===== config.mk =====
export PLATFORM = sky130hd
export DESIGN_NAME = sensor_alarm_array
export DESIGN_NICKNAME = d
export VERILOG_FILES = /design/src/rtl/sensor_alarm_array.sv
export SDC_FILE = /design/constraint.sdc
export NUM_CORES = 1
export LEC_CHECK = 0
export ABC_AREA = 0
export CORE_ASPECT_RATIO = 0.6
export CORE_MARGIN = 8
export CORE_UTILIZATION = 57
export DETAILED_ROUTE_END_ITERATION = 6
export PLACE_DENSITY = 0.78
export SYNTH_ARGS = -nofsm -noshare
export SYNTH_HDL_FRONTEND = slang
export SYNTH_SLANG_ARGS = --single-unit
export TNS_END_PERCENT = 10

===== constraint.sdc =====
create_clock -name clk -period 3.9 [get_ports clk]
set_input_delay 0.78 -clock clk [delete_from_list [all_inputs] [get_ports clk]]
set_output_delay 0.78 -clock clk [all_outputs]
set_load 0.1 [all_outputs]

===== src/rtl/sensor_alarm_array.sv =====
// sensor_alarm_array: N independent debounced sensor-to-buzzer alarm channels with aggregate status
module sensor_alarm_array #(
  parameter int NUM_CH       = 8,
  parameter int DEBOUNCE_CYC = 3,
  parameter int TONE_DIV     = 2,
  parameter int HOLD_CYC     = 4,
  parameter int LATCH        = 0
) (
  input  logic                        clk,
  input  logic                        rst,
  input  logic [NUM_CH-1:0]           sensor_i,
  input  logic [NUM_CH-1:0]           enable_i,
  input  logic [NUM_CH-1:0]           ack_i,
  output logic [NUM_CH-1:0]           buzz_o,
  output logic [NUM_CH-1:0]           active_o,
  output logic                        any_alarm_o,
  output logic [$clog2(NUM_CH+1)-1:0] alarm_count_o
);
  localparam int DW = $clog2(DEBOUNCE_CYC + 1);
  localparam int TW = $clog2(TONE_DIV + 1);
  localparam int HW = HOLD_CYC > 0 ? $clog2(HOLD_CYC + 1) : 1;
  localparam int CW = $clog2(NUM_CH + 1);
  typedef enum logic [1:0] {IDLE, ARM, ALARM, HOLD} state_t;
  for (genvar c = 0; c < NUM_CH; c++) begin : g_ch
    state_t        st;
    logic [DW-1:0] deb;
    logic [TW-1:0] tone;
    logic [HW-1:0] hc;
    logic          buzz, act;
    logic          wrap;
    assign wrap = tone == TW'(TONE_DIV - 1);
    always_ff @(posedge clk) begin
      if (rst || !enable_i[c]) begin
        st   <= IDLE;
        deb  <= '0;
        tone <= '0;
        hc   <= '0;
        buzz <= 1'b0;
        act  <= 1'b0;
      end else begin
        case (st)
          IDLE, ARM: begin
            if (!sensor_i[c]) begin
              st  <= IDLE;
              deb <= '0;
            end else if (DEBOUNCE_CYC == 1 || (st == ARM && deb == DW'(DEBOUNCE_CYC - 1))) begin
              st   <= ALARM;
              deb  <= '0;
              tone <= '0;
              buzz <= 1'b1;
              act  <= 1'b1;
            end else begin
              st  <= ARM;
              deb <= st == IDLE ? DW'(1) : deb + DW'(1);
            end
          end
          ALARM: begin
            tone <= wrap ? '0 : tone + TW'(1);
            buzz <= wrap ? ~buzz : buzz;
            // latched alarms clear only on an ack once the sensor has gone quiet
            if (LATCH != 0 ? (ack_i[c] && !sensor_i[c]) : (!sensor_i[c] && HOLD_CYC == 0)) begin
              st   <= IDLE;
              tone <= '0;
              buzz <= 1'b0;
              act  <= 1'b0;
            end else if (LATCH == 0 && !sensor_i[c]) begin
              st <= HOLD;
              hc <= '0;
            end
          end
          HOLD: begin
            tone <= wrap ? '0 : tone + TW'(1);
            buzz <= wrap ? ~buzz : buzz;
            if (sensor_i[c]) begin
              st <= ALARM;
              hc <= '0;
            end else if (hc == HW'(HOLD_CYC - 1)) begin
              st   <= IDLE;
              hc   <= '0;
              tone <= '0;
              buzz <= 1'b0;
              act  <= 1'b0;
            end else begin
              hc <= hc + HW'(1);
            end
          end
          default: st <= IDLE;
        endcase
      end
    end
    assign buzz_o[c]   = buzz;
    assign active_o[c] = act;
  end
  assign any_alarm_o = |active_o;
  always_comb begin
    alarm_count_o = '0;
    for (int i = 0; i < NUM_CH; i++) alarm_count_o = alarm_count_o + CW'(active_o[i]);
  end
endmodule


==> run_results.csv <==
group,metric,value,unit
synth,async_flop_share,0,
run_status,status,"complete, but fails checks",
timing,fin_crit_sh,1.00,
route,avgViaCountPerCell,5.73,
timing,whs,0.434,ns
flow_run,maxCapViolations,0,
die,die_x,132,µm
clocking,holdBufCountCts,0,
run_status,failed_checks,"setup timing",
worst_setup_path,path_cells,"inv_2, fa_1, fa_1, fa_1, inv_2, ha_4, inv_2, fa_2, xnor2_4, buf_12",
pwr,peakVddDrop,0.247,mV
global_routing,track_usage,0.176,
clocking,cts_tree,"done",
pwr,power,0.00191,W
timing,setup_viol,1,
worst_setup_path,critPathLaunchType,"register",
worst_setup_path,path_buf_inv,4,
route,drc,0,
synth,synth_seq_cells,88,
clocking,cts_max_level,3,
timing,tightest_slew,0.999,ns
die,die_y,85.5,µm
clocking,clock_sinks,88,
place,gp_congestion,0.830,
worst_setup_path,rrSetupSlack,2.30,ns
final_layout,antenna_cells,0,
route,dr_total_vias,3817,
global_routing,grt_overflow,0,
timing,min_period,3.91,ns
route,dr.pass1.iters,5,
synth,synth-edff-count,0,
timing,fmax,0.256,GHz
worst_setup_path,worstPathMaxFanout,2,
die,rows,25,
clocking,cts_max_path_buffers,2,
pwr,power.density,363,nW/µm²
timing,rsz0062_at_grt,"true",
synth,synthesis.nets,594,
worst_setup_path,slowest_delay,0.54,ns
worst_setup_path,reg2reg_depth,4,
timing,setup_tns,-0.00662,ns
route,antenna_left,0,
die,start_util,0.585,
final_layout,final_common_cell,"dfxtp_1",
final_layout,syn_to_final_growth,14.8,%
die,die_area,11300,µm²
worst_setup_path,reg2reg_from,"g_ch[1].hc[0]",
clocking,clk_pin_slew,0.06,ns
place,dpl.hpwl,7170,µm
die,coreArea,7850,µm²
route,post_drt_wl_per_cell,14.9,µm
synth,ys.flop_type,"dfxtp_1",
worst_setup_path,r2r-end,"g_ch[1].buzz",
pwr,p_leak,1.90,nW
final_layout,final_cells,666,
synth,yosysSeqAreaShare,0.384,
synth,ys_types,55,
synth,avgSynthCellArea,8.44,µm²
timing,maxSlewViolCount,0,
clocking,clockRootBuffer,"clkbuf_16",
clocking,insertion_delay,0.34,ns
worst_setup_path,worstPathRequired,3.12,ns
global_routing,grt_pass1_wl,16400,µm
route,drt-initial-drc-count,278,
die,io_pins,47,
worst_setup_path,worstSetupPathType,"reg2out",
timing,fin_ws,-0.00662,ns
timing,relSlewSlack,0.332,
synth,syn_area,4590,µm²
worst_setup_path,end_kind,"output pin",
global_routing,grt_max_degree,17,
synth,syn_inst,544,
worst_setup_path,endpoint,"alarm_count_o[2]",
route,wl,9940,µm
final_layout,drive_gt1_frac,0.0735,
global_routing,antenna_found_initial,0,
worst_setup_path,cpMaxStageDelayCell,"fa_1",
timing,hold_violations,0,
final_layout,final_area,5270,µm²
final_layout,mostFrequentLayoutCells,"dfxtp_1 (85), a21oi_1 (55), inv_1 (37), nand2_1 (37), o21ai_0 (34)",
final_layout,fillCellCount,627,
global_routing,grt_pass1_vias,3492,
worst_setup_path,crit_family,"adder cells",
place,placed_cell_area,4930,µm²
synth,yosysWarnings,0,
timing,finalClockSkew,0.00585,ns
final_layout,nets,603,
worst_setup_path,timing.critical_path.from,"g_ch[3].act",
worst_setup_path,cp_num_cells,10,
place,dp_cells,649,
worst_setup_path,cp.arrival,3.13,ns
clocking,numCtsBuffers,9,
hold_path,worstHoldPathType,"reg2reg",
place,port_buffers,38,
-- power breakdown --
group          internal, W  switching [W]
combinational    0.0000346      0.0000456
clock             0.000578       0.000340
sequential        0.000906      0.0000104
-- cells by family (layout without fill, tap and decap cells) --
logic type,after synthesis,count (layout),synth area share
AOI/OAI and AO/OA,144,144,0.197
adders and majority gates,24,24,0.0719
muxes,1,1,0.00245
and+or+nand+nor,200,200,0.252
DFF,88,88,0.384
xor gates and xnor gates,3,3,0.00572
buffers and inverters,84,98,0.0872
-- flip-flops by register name, indices dropped and copies added (netlist names) --
signal / cells
g_ch.hc: 24
g_ch.deb: 16
g_ch.st: 16
g_ch.tone: 16
g_ch.act: 8
g_ch.buzz: 8
-- routing by layer --
metal,GRT usage,up-vias,routed length (µm)
met3,0.0525,12,479
met4,0.0653,0,151
met5,0,-,0
li1,-,1920,-
met1,0.221,1790,4810
met2,0.282,95,4500
-- tightest hold or removal path: stages, from the launching register on --
cell	delay [ns]
dfxtp_1	0.30
inv_1	0.05
a211oi_1	0.04
-- through the flow --
stage	worst slack, ns	util
finish	-0.00662	0.671
CTS	-0.155	0.670
global placement	0.182	0.628
floorplan	-0.245	-
global route	-0.0882	0.671
detailed placement	0.131	0.628
-- how the worst min path moves through the flow --
| stage | start | endpoint | slack (ns) | depth (start not counted) |
|---|---|---|---|---|
| 2_1_floorplan | g_ch[6].tone[1] | g_ch[6].tone[1] | 0.41 | 2 |
| 3_3_place_gp | g_ch[6].tone[1] | g_ch[6].tone[1] | 0.41 | 2 |
| 3_5_place_dp | g_ch[3].tone[1] | g_ch[3].tone[1] | 0.43 | 2 |
| 4_1_cts | g_ch[3].tone[1] | g_ch[3].tone[1] | 0.44 | 2 |
| 5_1_grt | g_ch[0].tone[1] | g_ch[0].tone[1] | 0.45 | 2 |
| 6_report | g_ch[1].tone[1] | g_ch[1].tone[1] | 0.43 | 2 |
-- what timing repair did --
action	CTS	global route
resized for setup	6	5
pin swaps	4	4
buffers inserted	1	0
endpoints found under the setup margin	2	3
-- cell usage after synthesis, drive strengths merged (13+ instances only) --
cell,instances,area [µm²]
a21oi,55,275
buf,29,191
clkbuf,13,51.3
dfxtp,88,1760
ha,20,250
inv,42,158
nand2,37,139
nand2b,23,144
nand3,14,70.1
nand3b,17,128
nand4,13,81.3
nor2,26,97.6
nor2b,32,200
o21ai,34,170
-- layout make-up --
class | count | area, µm² | area share
Inverter | 42 | 158 | 0.0299
Multi-Input combinational cell | 372 | 2460 | 0.468
Timing Repair Buffer | 40 | 433 | 0.0821
Tap cell | 108 | 135 | 0.0256
Clock buffer | 13 | 250 | 0.0475
Clock inverter | 3 | 65.1 | 0.0123
Sequential cell | 88 | 1770 | 0.335
Note: power is estimated with default switching activity, not from simulation.
